[config.mk]
export PLATFORM = sky130hd
export DESIGN_NAME = picorv32_console_bridge_flat
export DESIGN_NICKNAME = d
export VERILOG_FILES = /design/src/rtl/picorv32_console_bridge_pkg.sv /design/src/rtl/picorv32_console_bridge_if.sv /design/src/rtl/picorv32_console_bridge_fifo.sv /design/src/rtl/picorv32_console_bridge.sv /design/src/flat_wrapper.sv
export SDC_FILE = /design/constraint.sdc
export NUM_CORES = 1
export LEC_CHECK = 0
export BUFFER_PORTS_ARGS = -buffer_cell sky130_fd_sc_hd__buf_2
export CAP_MARGIN = 5
export CORE_MARGIN = 2
export CORE_UTILIZATION = 40
export CTS_CLUSTER_SIZE = 30
export DETAILED_ROUTE_END_ITERATION = 6
export GPL_TIMING_DRIVEN = 0
export PLACE_DENSITY = 0.65
export RECOVER_POWER = 100
export SYNTH_ARGS = -nofsm -noshare
export SYNTH_HDL_FRONTEND = slang
export SYNTH_SLANG_ARGS = --single-unit
[constraint.sdc]
create_clock -name clk -period 5.7 [get_ports clk]
set_input_delay 0.285 -clock clk [delete_from_list [all_inputs] [get_ports clk]]
set_output_delay 0.285 -clock clk [all_outputs]
set_load 0.01 [all_outputs]
[src/rtl/picorv32_console_bridge_pkg.sv]
// ----------------------------------------------------------------------------
// picorv32_console_pkg
// Shared definitions for the picorv32 console bridge.
//   - console_state_t   : console access FSM states (IDLE, ACK)
//   - STATUS_FULL_BIT   : status register bit reporting "TX FIFO full"
//   - STATUS_EMPTY_BIT  : status register bit reporting "TX FIFO empty"
//   - STATUS_OFFSET     : byte offset of the status register from the TX register
//   - status_word()     : packs the status register read value
//   - xorshift32_step() : one step of the xorshift32 stall generator
// ----------------------------------------------------------------------------
package picorv32_console_pkg;

    typedef enum logic {
        IDLE = 1'b0,
        ACK  = 1'b1
    } console_state_t;

    localparam int          STATUS_FULL_BIT  = 31;
    localparam int          STATUS_EMPTY_BIT = 30;
    localparam logic [31:0] STATUS_OFFSET    = 32'd4;

    // Status layout: {full, empty, 22'b0, count[7:0]}.
    function automatic logic [31:0] status_word(input logic       full,
                                                input logic       empty,
                                                input logic [7:0] count_lo);
        logic [31:0] word;
        word                   = 32'd0;
        word[STATUS_FULL_BIT]  = full;
        word[STATUS_EMPTY_BIT] = empty;
        word[7:0]              = count_lo;
        return word;
    endfunction

    // Classic Marsaglia xorshift32 (13, 17, 5). Never reaches zero from a
    // nonzero seed, so bit 0 keeps toggling pseudo-randomly.
    function automatic logic [31:0] xorshift32_step(input logic [31:0] x);
        logic [31:0] y;
        y = x ^ (x << 13);
        y = y ^ (y >> 17);
        y = y ^ (y << 5);
        return y;
    endfunction

endpackage

[src/rtl/picorv32_console_bridge_if.sv]
// ----------------------------------------------------------------------------
// picorv32_console_bridge_if
// picorv32 native memory bus bundle, used both on the CPU side and on the RAM
// side of the bridge.
//   valid  : request
//   instr  : instruction fetch flag
//   addr   : byte address
//   wdata  : write data
//   wstrb  : byte strobes, 0 = read
//   ready  : access complete
//   rdata  : read data, valid while ready == 1
// Modports:
//   master : issues requests (CPU, or the bridge towards RAM)
//   slave  : answers requests (the bridge towards the CPU, or RAM)
// ----------------------------------------------------------------------------
interface picorv32_console_bridge_if;

    logic        valid;
    logic        instr;
    logic [31:0] addr;
    logic [31:0] wdata;
    logic [3:0]  wstrb;
    logic        ready;
    logic [31:0] rdata;

    modport master (
        output valid,
        output instr,
        output addr,
        output wdata,
        output wstrb,
        input  ready,
        input  rdata
    );

    modport slave (
        input  valid,
        input  instr,
        input  addr,
        input  wdata,
        input  wstrb,
        output ready,
        output rdata
    );

endinterface

[src/rtl/picorv32_console_bridge_fifo.sv]
// ----------------------------------------------------------------------------
// console_fifo
// Synchronous FIFO holding console TX bytes.
// Parameters:
//   WIDTH : entry width in bits
//   DEPTH : number of entries, power of two, 2..256
// Ports:
//   clk, reset : clock, asynchronous active-high reset (pointers/count only)
//   push, din  : write an entry (ignored while full)
//   full       : DEPTH entries held
//   pop, dout  : remove the head entry (ignored while empty); dout = head
//   empty      : no entries held
//   count      : occupancy, 0..DEPTH
// ----------------------------------------------------------------------------
module console_fifo #(
    parameter int WIDTH = 8,
    parameter int DEPTH = 16
) (
    input  logic                     clk,
    input  logic                     reset,
    input  logic                     push,
    input  logic [WIDTH-1:0]         din,
    output logic                     full,
    input  logic                     pop,
    output logic [WIDTH-1:0]         dout,
    output logic                     empty,
    output logic [$clog2(DEPTH):0]   count
);

    localparam int            AW         = $clog2(DEPTH);
    localparam int            CW         = AW + 1;
    localparam logic [AW-1:0] PTR_ONE    = AW'(1);
    localparam logic [CW-1:0] CNT_ONE    = CW'(1);
    localparam logic [CW-1:0] FULL_COUNT = CW'(DEPTH);

    logic [WIDTH-1:0] storage [DEPTH];
    logic [AW-1:0]    wr_ptr;
    logic [AW-1:0]    rd_ptr;
    logic             do_push;
    logic             do_pop;

    // Pointers are exactly AW bits wide, so wrapping modulo DEPTH is free.
    assign full    = (count == FULL_COUNT);
    assign empty   = (count == '0);
    assign do_push = push & ~full;
    assign do_pop  = pop & ~empty;
    assign dout    = storage[rd_ptr];

    // Data storage carries no reset: stale entries are unreachable once the
    // pointers are cleared.
    always_ff @(posedge clk) begin
        if (do_push) begin
            storage[wr_ptr] <= din;
        end
    end

    // Pointer and occupancy bookkeeping; a simultaneous push and pop moves
    // both pointers and leaves the count unchanged.
    always_ff @(posedge clk or posedge reset) begin
        if (reset) begin
            wr_ptr <= '0;
            rd_ptr <= '0;
            count  <= '0;
        end else begin
            if (do_push) begin
                wr_ptr <= wr_ptr + PTR_ONE;
            end
            if (do_pop) begin
                rd_ptr <= rd_ptr + PTR_ONE;
            end
            case ({do_push, do_pop})
                2'b10:   count <= count + CNT_ONE;
                2'b01:   count <= count - CNT_ONE;
                default: count <= count;
            endcase
        end
    end

endmodule

[src/rtl/picorv32_console_bridge.sv]
// ----------------------------------------------------------------------------
// picorv32_console_bridge
// Memory-side stage placed directly after the picorv32 native memory bus.
// Two word addresses form the console window:
//   CONSOLE_ADDR     : TX data register, writes push wdata[7:0] into a FIFO
//   CONSOLE_ADDR + 4 : status register {full, empty, 22'b0, count[7:0]}
// Every other address is forwarded combinationally to the RAM port.
// With STALL_EN set, an xorshift32 generator randomly withholds console
// acceptance to stress the CPU handshake.
// Parameters:
//   CONSOLE_ADDR, FIFO_DEPTH (power of two, 2..256), STALL_EN, STALL_SEED (!= 0)
// Ports:
//   clk, reset  : clock, asynchronous active-high reset
//   mem         : CPU-side bus (slave)
//   ram         : RAM-side bus (master)
//   out_valid   : TX FIFO non-empty
//   out_data    : TX FIFO head byte
//   out_ready   : sink accepts out_data
// ----------------------------------------------------------------------------
module picorv32_console_bridge
    import picorv32_console_pkg::*;
#(
    parameter logic [31:0] CONSOLE_ADDR = 32'h1000_0000,
    parameter int          FIFO_DEPTH   = 16,
    parameter bit          STALL_EN     = 1'b0,
    parameter logic [31:0] STALL_SEED   = 32'd314159265
) (
    input  logic                             clk,
    input  logic                             reset,
    picorv32_console_bridge_if.slave         mem,
    picorv32_console_bridge_if.master        ram,
    output logic                             out_valid,
    output logic [7:0]                       out_data,
    input  logic                             out_ready
);

    localparam int          CW          = $clog2(FIFO_DEPTH) + 1;
    localparam logic [31:0] STATUS_ADDR = CONSOLE_ADDR + STATUS_OFFSET;

    console_state_t state;
    console_state_t state_next;

    logic          hit_tx;
    logic          hit_st;
    logic          console_hit;
    logic          is_write;
    logic          stall_ok;
    logic          go;
    logic          request;
    logic          accept;
    logic          push;
    logic          pop;
    logic [31:0]   x32;
    logic [31:0]   ack_rdata;
    logic          fifo_full;
    logic          fifo_empty;
    logic [CW-1:0] fifo_count;
    logic [7:0]    count_lo;

    // Full 32-bit address compare, so nothing aliases onto the console.
    assign hit_tx      = (mem.addr == CONSOLE_ADDR);
    assign hit_st      = (mem.addr == STATUS_ADDR);
    assign console_hit = hit_tx | hit_st;
    assign is_write    = |mem.wstrb;

    // A TX write into a full FIFO waits in IDLE; full is the pre-pop value,
    // so a pop only frees the entry for the following cycle.
    assign stall_ok = STALL_EN ? x32[0] : 1'b1;
    assign go       = stall_ok & ~(hit_tx & is_write & fifo_full);
    assign request  = mem.valid & console_hit & go;

    // Non-console traffic passes straight through to RAM.
    assign ram.valid = mem.valid & ~console_hit;
    assign ram.instr = mem.instr;
    assign ram.addr  = mem.addr;
    assign ram.wdata = mem.wdata;
    assign ram.wstrb = mem.wstrb;

    assign pop       = out_valid & out_ready;
    assign out_valid = ~fifo_empty;
    assign count_lo  = 8'(fifo_count);

    // Stall generator runs freely every cycle after reset.
    always_ff @(posedge clk or posedge reset) begin
        if (reset) begin
            x32 <= STALL_SEED;
        end else begin
            x32 <= xorshift32_step(x32);
        end
    end

    // Console FSM state register.
    always_ff @(posedge clk or posedge reset) begin
        if (reset) begin
            state <= IDLE;
        end else begin
            state <= state_next;
        end
    end

    // Console FSM next state: ACK always lasts exactly one cycle and ignores
    // mem.valid, which prevents a second accept of a held request.
    always_comb begin
        state_next = state;
        case (state)
            IDLE:    if (request) state_next = ACK;
            ACK:     state_next = IDLE;
            default: state_next = IDLE;
        endcase
    end

    // Console FSM outputs and CPU-side response mux. In IDLE the RAM answer
    // is forwarded for non-console addresses; console answers only come from
    // the registered ACK state.
    always_comb begin
        accept    = 1'b0;
        push      = 1'b0;
        mem.ready = 1'b0;
        mem.rdata = 32'd0;
        case (state)
            IDLE: begin
                accept = request;
                push   = request & hit_tx & is_write;
                if (!console_hit) begin
                    mem.ready = ram.ready;
                    mem.rdata = ram.rdata;
                end
            end
            ACK: begin
                mem.ready = 1'b1;
                mem.rdata = ack_rdata;
            end
            default: begin
                mem.ready = 1'b0;
                mem.rdata = 32'd0;
            end
        endcase
    end

    // Read data for the ACK cycle, captured when the access is accepted so
    // a status read reflects the FIFO state of the accept cycle.
    always_ff @(posedge clk or posedge reset) begin
        if (reset) begin
            ack_rdata <= 32'd0;
        end else if (accept) begin
            ack_rdata <= (hit_st & ~is_write)
                       ? status_word(fifo_full, fifo_empty, count_lo)
                       : 32'd0;
        end
    end

    console_fifo #(
        .WIDTH (8),
        .DEPTH (FIFO_DEPTH)
    ) u_fifo (
        .clk   (clk),
        .reset (reset),
        .push  (push),
        .din   (mem.wdata[7:0]),
        .full  (fifo_full),
        .pop   (pop),
        .dout  (out_data),
        .empty (fifo_empty),
        .count (fifo_count)
    );

endmodule

[src/flat_wrapper.sv]
// flat-port wrapper written by rule: the top's interface ports become plain ports
module picorv32_console_bridge_flat import picorv32_console_pkg::*;
#(
    parameter logic [31:0] CONSOLE_ADDR = 32'h1000_0000,
    parameter int          FIFO_DEPTH   = 16,
    parameter bit          STALL_EN     = 1'b0,
    parameter logic [31:0] STALL_SEED   = 32'd314159265
)
  (clk, reset, out_valid, out_data, out_ready, mem_valid, mem_instr, mem_addr, mem_wdata, mem_wstrb, mem_ready, mem_rdata, ram_valid, ram_instr, ram_addr, ram_wdata, ram_wstrb, ram_ready, ram_rdata);
  picorv32_console_bridge_if mem_i ();
  picorv32_console_bridge_if ram_i ();
  input  logic clk;
  input  logic reset;
  output logic out_valid;
  output logic [7:0] out_data;
  input  logic out_ready;
  input wire logic [$bits(mem_i.valid)-1:0] mem_valid;
  input wire logic [$bits(mem_i.instr)-1:0] mem_instr;
  input wire logic [$bits(mem_i.addr)-1:0] mem_addr;
  input wire logic [$bits(mem_i.wdata)-1:0] mem_wdata;
  input wire logic [$bits(mem_i.wstrb)-1:0] mem_wstrb;
  output wire logic [$bits(mem_i.ready)-1:0] mem_ready;
  output wire logic [$bits(mem_i.rdata)-1:0] mem_rdata;
  output wire logic [$bits(ram_i.valid)-1:0] ram_valid;
  output wire logic [$bits(ram_i.instr)-1:0] ram_instr;
  output wire logic [$bits(ram_i.addr)-1:0] ram_addr;
  output wire logic [$bits(ram_i.wdata)-1:0] ram_wdata;
  output wire logic [$bits(ram_i.wstrb)-1:0] ram_wstrb;
  input wire logic [$bits(ram_i.ready)-1:0] ram_ready;
  input wire logic [$bits(ram_i.rdata)-1:0] ram_rdata;
  assign mem_i.valid = mem_valid;
  assign mem_i.instr = mem_instr;
  assign mem_i.addr = mem_addr;
  assign mem_i.wdata = mem_wdata;
  assign mem_i.wstrb = mem_wstrb;
  assign mem_ready = mem_i.ready;
  assign mem_rdata = mem_i.rdata;
  assign ram_valid = ram_i.valid;
  assign ram_instr = ram_i.instr;
  assign ram_addr = ram_i.addr;
  assign ram_wdata = ram_i.wdata;
  assign ram_wstrb = ram_i.wstrb;
  assign ram_i.ready = ram_ready;
  assign ram_i.rdata = ram_rdata;
  picorv32_console_bridge #(.CONSOLE_ADDR(CONSOLE_ADDR), .FIFO_DEPTH(FIFO_DEPTH), .STALL_EN(STALL_EN), .STALL_SEED(STALL_SEED)) u_core (.clk(clk), .reset(reset), .mem(mem_i), .ram(ram_i), .out_valid(out_valid), .out_data(out_data), .out_ready(out_ready));
endmodule
==> impl_metrics.py, run 1 <==
metrics = {
    "global_routing": {
        "overflow": 0,
        "antenna_found_initial": 0,
        "grt_max_degree": 22,
        "grt_pass1_wl_mm": 27.8,
        "grt_pass1_vias": 4695,
        "grtUsageTotal_pct": 21.1,
    },
    "synth": {
        "syn_nets": 556,
        "synth_compound_area_share_pct": 2.28,
        "synth_edf_count": 128,
        "yosys-top-cells-area": "edfxtp_1 55%, mux4_2 13%, dfrtp_1 7.5%, buf_4 7.4%, and2_1 2.4%",
        "synth_top_area_share_pct": 55.2,
        "synth-xor-area-share_pct": 1.51,
        "synth_top_family_by_area": "multiplexers",
        "syn_area_sq_mm": 0.00697,
        "yosysSeqAreaShare_pct": 62.7,
        "synth_flop_cell": "edfxtp_1",
        "synthAdderAreaFrac_pct": 1.44,
        "synth.distinct_cells": 40,
        "synth_top_cell_by_area": "edfxtp_1",
        "synth_warnings": 0,
        "muxShareOfSynthArea_pct": 14.5,
        "async_reset_ff_share_pct": 14.1,
        "synth_area_per_cell_sq_um": 15.8,
        "syn_inst": 442,
        "synth_seq_cells": 149,
        "synthSimpleGateAreaFrac_pct": 8.31,
    },
    "timing": {
        "slew_headroom_pct": 12.3,
        "fmax_mhz": 235,
        "slew_violations": 0,
        "post-route-worst-setup-slack_ns": 1.45,
        "tightest_slew_ns": 1.30,
        "rsz0062_at_grt": "no",
        "min_period_ns": 4.25,
        "hold_violations": 0,
        "finClkSkew_ns": 0.00757,
        "fin_tns_setup_ns": 0,
        "holdWs_ns": 0.0503,
        "period_share_pct": 74.6,
        "setup_viol": 0,
    },
    "floorplan": {
        "fp.dieW_um": 136,
        "start_util_pct": 40.6,
        "num_rows": 48,
        "dieArea_sq_mm": 0.0185,
        "die_y_um": 136,
        "core-area_sq_mm": 0.0172,
        "pin_count": 218,
    },
    "cts": {
        "cts_tree": "done",
        "clkLatencyLatePin_ns": 0.42,
        "hold_buffers": 0,
        "cts_post_setup_buffers_inserted": 0,
        "clk_pin_slew_ns": 0.06,
        "clockBufferDepth": 2,
        "cts_resized": 0,
        "cts_root_buf": "clkbuf_16",
        "cts_sinks": 149,
        "cts_buffers": 17,
        "cts_htree_levels": 4,
    },
    "placed_design": {
        "place.gp.congestion": 1.08,
        "place_hpwl_mm": 14.9,
        "dp.cells": 859,
        "place_ws_ns": 2.03,
        "port_buffers": 192,
    },
    "setup_path": {
        "arrival_ns": 4.55,
        "r2r_cells": 14,
        "end_kind": "flip-flop",
        "reg2reg_to": "u_core.u_fifo.count[4]$_DFFE_PP0P_",
        "crit_chain": "clkbuf_1 > nor4_1 > a211o_1 > nor4_1 > clkbuf_1 > inv_1 > ha_1 > clkbuf_1 > xor2_1 > ha_1 > and3b_1 > o21ai_0 > a31oi_1 > xnor2_1",
        "crit_required_ns": 6.00,
        "cp-start-kind": "flip-flop",
        "cp_max_fo": 10,
        "crit_top_cell": "clkbuf_1",
        "crit_type": "reg -> reg",
        "reg2reg_from": "u_core.u_fifo.count[1]$_DFFE_PP0P_",
        "critPathMaxStageDelay_ns": 1.00,
        "cp_slowest_cell": "nor4_1",
        "reg2reg_slack_ns": 1.45,
    },
    "cells_and_area": {
        "finalNetCount": 767,
        "syn_to_final_growth_pct": 24.4,
        "post-route-util_pct": 50.5,
        "diodes": 0,
        "layout_common_cells": "128 x edfxtp_1, 113 x buf_2, 99 x clkbuf_1",
        "instances_no_fill": 890,
        "fillers": 1553,
        "final_common_cell": "edfxtp_1",
        "drive_gt1_share_pct": 38.2,
    },
    "flow_run": {
        "maxCapViolCount": 0,
    },
    "route": {
        "drt_wl_total_mm": 19.3,
        "avgViaCountPerCell": 5.08,
        "dr.first_iter.drc_count": 456,
        "routedWlPerCell_um": 21.7,
        "ant_nets": 0,
        "drc": 0,
        "first_pass_iters": 5,
        "via_count": 4518,
    },
    "power_and_ir_drop": {
        "static-leakage-power_nw": 3.30,
        "p_per_area_mw_per_mm2": 375,
        "vdd_drop_max_uv": 277,
    },
    "hold_path": {
        "holdCritPathClass": "in -> async",
    },
    "run_status": {
        "outcome": "finished clean",
    },
}
==> worst max-delay path: cells and delay by family, from the launching register on <==
kind | cells | cell delay, ns
and+or+nand+nor | 3 | 1.34
buffers and inverters | 4 | 0.97
AOI/OAI and AO/OA | 3 | 0.71
adders and majority gates | 2 | 0.44
xor gates and xnor gates | 2 | 0.34
DFF | 1 | 0.32
==> area by class of cell <==
type,instances,area [sq um],share of cell area (%)
inverters,9,33.8,0.390
well taps,225,282,3.25
plain buffers,91,604,6.97
repair buffers,192,858,9.90
clock inverters,14,153,1.76
flip-flops and latches,149,4370,50.4
clock buffers,17,425,4.91
multi-input cells,193,1940,22.4
==> per-stage QoR <==
stage	area (sq um)	power, mW
global placement	8210	2.21
CTS	8790	3.32
finish	8670	3.25
detailed placement	8210	2.23
floorplan	6970	1.92
global route	8670	3.39
==> registers in the layout (all words and copies together) (netlist names) <==
signal,flops
u_core.state,1
u_core.u_fifo.storage,128
u_core.ack_rdata,7
u_core.u_fifo.rd_ptr,4
u_core.u_fifo.count,5
u_core.u_fifo.wr_ptr,4
==> Yosys cell counts, types with 7 or more instances <==
cell type	count
nand2_1	13
buf_4	69
xnor2_1	7
ha_1	8
and3_1	16
and2_1	27
nor4_1	17
mux2_1	7
buf_2	7
o21ai_0	10
edfxtp_1	128
mux4_2	40
o21ai_1	7
clkbuf_1	13
dfrtp_1	21
inv_1	9
==> worst max-delay path by stage <==
stage | from | end | cells after the start
global route | u_core.u_fifo.count[1]$_DFFE_PP0P_ | u_core.u_fifo.count[4]$_DFFE_PP0P_ | 14
detailed placement | mem_addr[18] | u_core.u_fifo.count[4]$_DFFE_PP0P_ | 14
finish | u_core.u_fifo.count[1]$_DFFE_PP0P_ | u_core.u_fifo.count[4]$_DFFE_PP0P_ | 14
floorplan | u_core.u_fifo.count[2]$_DFFE_PP0P_ | u_core.u_fifo.count[4]$_DFFE_PP0P_ | 14
global placement | mem_addr[18] | u_core.u_fifo.count[4]$_DFFE_PP0P_ | 14
CTS | u_core.u_fifo.count[1]$_DFFE_PP0P_ | u_core.u_fifo.count[4]$_DFFE_PP0P_ | 14
==> power by group <==
part / leakage, nW / switching, mW / internal [mW]
clock network: 0.281 / 0.439 / 0.647
registers: 1.42 / 0.0240 / 1.22
logic: 1.60 / 0.467 / 0.455
==> routing by layer <==
layer  up-vias  routed length, um  global-route usage [%]
met1      2251               7360                    24.4
met4         0                435                    7.93
met3        28               1320                    5.56
met5         -                  0                       0
li1       2039                  -                       -
met2       200              10200                    37.7
==> kinds of logic (layout without fill, tap and decap cells) <==
kind of cell,Yosys count,after routing
fa+ha+maj,8,8
buf+inv,100,323
xor+xnor,12,12
compound gates,27,27
simple gates,96,96
mux,50,50
flops,149,149
(Power assumes the default switching activity.)
==> inputs of run 2 (changes only) <==
==> constraint.sdc (replaced) <==
create_clock -name clk -period 4 [get_ports clk]
set_input_delay 0.2 -clock clk [delete_from_list [all_inputs] [get_ports clk]]
set_output_delay 0.2 -clock clk [all_outputs]
set_load 0.01 [all_outputs]
==> impl_metrics.py, run 2 (same netlist as run 1, synthesis figures left out) <==
metrics = {
    "flow_run": {
        "maxCapViolCount": 0,
    },
    "floorplan": {
        "dieArea_sq_mm": 0.0185,
        "pin_count": 218,
        "start_util_pct": 40.6,
        "core-area_sq_mm": 0.0172,
        "fp.dieW_um": 136,
        "num_rows": 48,
        "die_y_um": 136,
    },
    "route": {
        "dr.first_iter.drc_count": 399,
        "avgViaCountPerCell": 5.07,
        "routedWlPerCell_um": 21.7,
        "drc": 0,
        "drt_wl_total_mm": 19.3,
        "ant_nets": 0,
        "first_pass_iters": 4,
        "via_count": 4516,
    },
    "power_and_ir_drop": {
        "total_power_mw": 4.64,
        "static-leakage-power_nw": 3.31,
        "seqPwrFrac_pct": 38.2,
        "p_per_area_mw_per_mm2": 534,
        "internal_power_mw": 3.31,
        "vdd_drop_max_uv": 392,
        "clkPwrFrac_pct": 33.4,
        "switchingPower_mw": 1.33,
        "p_sw_share_pct": 28.7,
        "combPwrFrac_pct": 28.4,
    },
    "global_routing": {
        "grtUsageTotal_pct": 21.1,
        "grt_max_degree": 22,
        "overflow": 0,
        "grt_pass1_vias": 4698,
        "antenna_found_initial": 0,
        "grt_pass1_wl_mm": 27.8,
    },
    "cts": {
        "clockBufferDepth": 2,
        "clkLatencyLatePin_ns": 0.42,
        "cts_post_setup_buffers_inserted": 0,
        "clk_pin_slew_ns": 0.06,
        "cts_sinks": 149,
        "cts_htree_levels": 4,
        "cts_buffers": 17,
        "cts_root_buf": "clkbuf_16",
        "cts_tree": "done",
    },
    "timing": {
        "slew_violations": 0,
        "hold_violations": 0,
        "finClkSkew_ns": 0.00708,
        "rsz0062_at_grt": "no",
        "slew_headroom_pct": 40.3,
        "holdWs_ns": 0.130,
        "setup_viol": 0,
        "fmax_mhz": 269,
        "period_share_pct": 92.9,
        "min_period_ns": 3.72,
        "tightest_slew_ns": 0.887,
        "fin_tns_setup_ns": 0,
    },
    "cells_and_area": {
        "regArea_sq_mm": 0.00437,
        "drive_gt1_share_pct": 38.6,
        "finalNetCount": 768,
        "syn_to_final_growth_pct": 24.7,
        "top_regs": "u_core.u_fifo.storage (128), u_core.ack_rdata (7), u_core.u_fifo.count (5)",
        "multi_input_area_sq_mm": 0.00196,
        "diodes": 0,
        "largest_register_ff_count": 128,
        "post-route-util_pct": 50.6,
        "layout_common_cells": "128 x edfxtp_1, 114 x buf_2, 98 x clkbuf_1",
        "fillers": 1548,
        "final_common_cell": "edfxtp_1",
        "regMostFlops": "u_core.u_fifo.storage",
    },
    "setup_path": {
        "crit_path_start": "u_core.u_fifo.count[1]$_DFFE_PP0P_",
        "reg2reg_slack_ns": 0.28,
        "reg2reg_from": "u_core.u_fifo.count[1]$_DFFE_PP0P_",
        "reg2reg_to": "u_core.u_fifo.count[4]$_DFFE_PP0P_",
        "crit_required_ns": 4.30,
        "end_kind": "flip-flop",
        "r2r_cells": 14,
        "path_depth": 14,
        "crit_chain": "clkbuf_1 > nor4_2 > a211o_1 > nor4_2 > buf_2 > inv_1 > ha_1 > clkbuf_1 > xor2_1 > ha_1 > and3b_1 > o21ai_0 > a31oi_1 > xnor2_1",
        "cp_max_fo": 10,
        "cp-start-kind": "flip-flop",
        "crit_path_end": "u_core.u_fifo.count[4]$_DFFE_PP0P_",
        "critPathMaxStageDelay_ns": 0.58,
        "crit_family": "buffers and inverters",
        "critPathBufInv": 4,
        "crit_type": "reg -> reg",
        "cp_slowest_cell": "nor4_2",
        "arrival_ns": 4.01,
    },
    "run_status": {
        "outcome": "finished clean",
    },
    "placed_design": {
        "place.gp.congestion": 1.08,
        "place_hpwl_mm": 14.9,
        "port_buffers": 192,
    },
    "hold_path": {
        "holdCritPathClass": "in -> reg",
        "worst_hold_startpoint": "mem_valid",
    },
}
==> run 2: layout make-up <==
cell class | count | area share (%)
Buffer | 91 | 6.97
Clock buffer | 17 | 4.89
Clock inverter | 14 | 1.76
Inverter | 9 | 0.389
Multi-Input combinational cell | 193 | 22.5
Sequential cell | 149 | 50.3
Tap cell | 225 | 3.24
Timing Repair Buffer | 193 | 9.99
==> run 2: routing by layer <==
metal	global-route usage, %	vias up	share of wire, %
met5	0	-	0
met3	5.56	24	7.0
met4	7.93	0	2.2
met1	24.4	2262	38
li1	-	2044	-
met2	37.7	186	53
==> run 2: worst min-delay path by stage <==
stage	depth (start not counted)	slack (ns)	to
6_report	3	0.13	u_core.state$_DFF_PP0_
5_1_grt	3	0.13	u_core.state$_DFF_PP0_
4_1_cts	3	0.11	u_core.state$_DFF_PP0_
3_5_place_dp	2	0.43	u_core.u_fifo.rd_ptr[1]$_DFFE_PP0P_
3_3_place_gp	2	0.41	u_core.u_fifo.rd_ptr[0]$_DFFE_PP0P_
2_1_floorplan	1	0.18	u_core.ack_rdata[0]$_DFFE_PP0P_
==> run 2: repair_timing <==
item	CTS	global route
resized for setup	0	0
hold endpoints to repair	21	0
hold buffers	1	0
==> run 2: power groups by stage <==
stage | Combinational [mW] | Sequential (mW) | Clock [mW]
4_1_cts | 1.38 | 1.77 | 1.58
2_1_floorplan | 0.940 | 1.79 | 0
6_report | 1.32 | 1.77 | 1.55
3_5_place_dp | 1.37 | 1.80 | 0
5_1_grt | 1.43 | 1.78 | 1.63
3_3_place_gp | 1.35 | 1.80 | 0
==> run 2: tightest hold or removal path, delay by kind of cell <==
family        cells  cell delay [ns]
simple gates      2             0.18
buf+inv           1             0.12
==> run 2: per-stage QoR <==
stage	cell area (sq um)	std cells	setup WS [ns]
after floorplan	6970	442	0.992
final	8690	891	0.285
after CTS	8800	891	0.328
after global placement	8210	859	0.547
after detailed placement	8210	859	0.373
after global routing	8690	891	0.0781
==> inputs of run 3 (changes only) <==
--- a/config.mk
+++ b/config.mk
@@ -12,8 +12,9 @@
 export CTS_CLUSTER_SIZE = 30
 export DETAILED_ROUTE_END_ITERATION = 6
 export GPL_TIMING_DRIVEN = 0
-export PLACE_DENSITY = 0.65
+export PLACE_DENSITY_LB_ADDON = 0.25
 export RECOVER_POWER = 100
+export REMOVE_ABC_BUFFERS = 1
 export SYNTH_ARGS = -nofsm -noshare
 export SYNTH_HDL_FRONTEND = slang
 export SYNTH_SLANG_ARGS = --single-unit
==> impl_metrics.py, run 3 (same netlist as run 1, synthesis figures left out) <==
metrics = {
    "timing": {
        "fmax_mhz": 296,
        "rsz0062_at_grt": "no",
        "setup_viol": 0,
        "slew_violations": 36,
        "hold_violations": 0,
        "post-route-worst-setup-slack_ns": 0.620,
        "tightest_slew_ns": 1.68,
        "period_share_pct": 84.5,
        "min_period_ns": 3.38,
        "slew_headroom_pct": -11.9,
        "holdWs_ns": 0.135,
        "finClkSkew_ns": 0.00626,
    },
    "hold_path": {
        "worst_hold_startpoint": "mem_valid",
        "hold_end": "u_core.state$_DFF_PP0_",
        "holdCritPathClass": "in -> reg",
        "hold_depth": 3,
    },
    "power_and_ir_drop": {
        "static-leakage-power_nw": 2.85,
        "p_per_area_mw_per_mm2": 563,
        "vdd_drop_max_uv": 322,
        "total_power_mw": 4.49,
    },
    "cells_and_area": {
        "finalNetCount": 654,
        "top_regs": "u_core.u_fifo.storage (128), u_core.ack_rdata (7), u_core.u_fifo.count (5)",
        "design_area_sq_mm": 0.00798,
        "layout_common_cells": "128 x edfxtp_1, 85 x buf_2, 84 x clkbuf_1",
        "post-route-util_pct": 46.5,
        "regMostFlops": "u_core.u_fifo.storage",
        "largest_register_ff_count": 128,
        "fillers": 1589,
        "final_common_cell": "edfxtp_1",
        "drive_gt1_share_pct": 29.0,
        "syn_to_final_growth_pct": 14.5,
    },
    "route": {
        "first_pass_iters": 4,
        "routedWlPerCell_um": 22.9,
        "avgViaCountPerCell": 5.32,
        "drt_wl_total_mm": 17.9,
        "ant_nets": 0,
        "drc": 0,
        "via_count": 4149,
        "dr.first_iter.drc_count": 320,
    },
    "placed_design": {
        "dpl_cell_area_sq_mm": 0.00750,
        "place_hpwl_mm": 12.2,
        "port_buffers": 167,
        "place.gp.congestion": 0.911,
        "place_ws_ns": -0.363,
    },
    "setup_path": {
        "cp-start-kind": "input port",
        "arrival_ns": 3.68,
        "reg2reg_slack_ns": 0.80,
        "reg2reg_from": "u_core.u_fifo.count[2]$_DFFE_PP0P_",
        "reg2reg_to": "u_core.u_fifo.count[4]$_DFFE_PP0P_",
        "end_kind": "flip-flop",
        "cp_max_fo": 20,
        "crit_type": "in -> reg",
        "crit_required_ns": 4.30,
        "r2r_cells": 12,
    },
    "cts": {
        "clkLatencyLatePin_ns": 0.42,
        "cts_sinks": 149,
        "cts_tree": "done",
        "cts_resized": 0,
        "hold_buffers": 1,
        "clk_pin_slew_ns": 0.06,
        "cts_root_buf": "clkbuf_16",
        "cts_htree_levels": 4,
        "clockBufferDepth": 2,
        "cts_buffers": 17,
        "cts_post_setup_buffers_inserted": 0,
    },
    "floorplan": {
        "num_rows": 48,
        "fp.dieW_um": 136,
        "die_y_um": 136,
        "pin_count": 218,
        "start_util_pct": 40.6,
        "dieArea_sq_mm": 0.0185,
        "core-area_sq_mm": 0.0172,
    },
    "run_status": {
        "violations": "max-capacitance violations, max-slew violations",
        "outcome": "finished, violations left",
    },
    "global_routing": {
        "grtUsageTotal_pct": 19.8,
        "grt_max_degree": 36,
        "grt_pass1_vias": 4209,
        "antenna_found_initial": 5,
        "overflow": 0,
        "grt_pass1_wl_mm": 25.6,
    },
    "flow_run": {
        "maxCapViolCount": 1,
    },
}
## run 3: power by group
group	total (mW)	leakage, nW	switching [mW]	internal, mW
clock	1.52	0.267	0.608	0.914
combinational	1.01	1.16	0.401	0.608
sequential	1.96	1.42	0.226	1.73
## run 3: how the worst max path moves through the flow
stage,end,slack [ns],cells after the start,start
3_3_place_gp,u_core.u_fifo.count[4]$_DFFE_PP0P_,-0.22,12,mem_addr[1]
3_5_place_dp,u_core.u_fifo.count[4]$_DFFE_PP0P_,-0.36,12,mem_addr[13]
4_1_cts,u_core.u_fifo.count[4]$_DFFE_PP0P_,0.09,12,mem_addr[13]
2_1_floorplan,u_core.u_fifo.count[4]$_DFFE_PP0P_,0.74,11,mem_addr[13]
5_1_grt,u_core.u_fifo.count[4]$_DFFE_PP0P_,0.24,13,mem_addr[1]
6_report,u_core.u_fifo.count[4]$_DFFE_PP0P_,0.62,13,mem_addr[13]
## run 3: metal layers
metal / GRT usage, % / share of wire (%) / wire length [um]
met5: 0 / 0 / 0
met2: 34.1 / 52 / 9290
met1: 22.6 / 38 / 6730
met4: 7.70 / 2.7 / 490
met3: 7.01 / 7.5 / 1340
## run 3: cell type report
cell class / count / area [sq um] / area share [%]
Multi-Input combinational cell: 193 / 1950 / 24.4
Sequential cell: 149 / 4370 / 54.8
Clock inverter: 12 / 131 / 1.65
Clock buffer: 19 / 433 / 5.43
Tap cell: 225 / 282 / 3.53
Inverter: 9 / 33.8 / 0.423
Antenna cell: 3 / 7.51 / 0.0941
Timing Repair Buffer: 170 / 771 / 9.66
## run 3: stage by stage
stage               instances  TNS [ns]
finish                    780         0
global route              780         0
CTS                       776         0
detailed placement        744    -0.698
global placement          743    -0.372
floorplan                 351         0
## run 3: worst max-delay path: stages
cell and delay, ns:
buf_2 0.12, nor4_1 0.36, nand4_1 0.73, nor4_2 0.61, buf_4 0.27, inv_1 0.08
ha_1 0.31, xor2_1 0.18, ha_1 0.23, and3b_1 0.16, o21ai_0 0.13, a31oi_1 0.13
xnor2_1 0.14
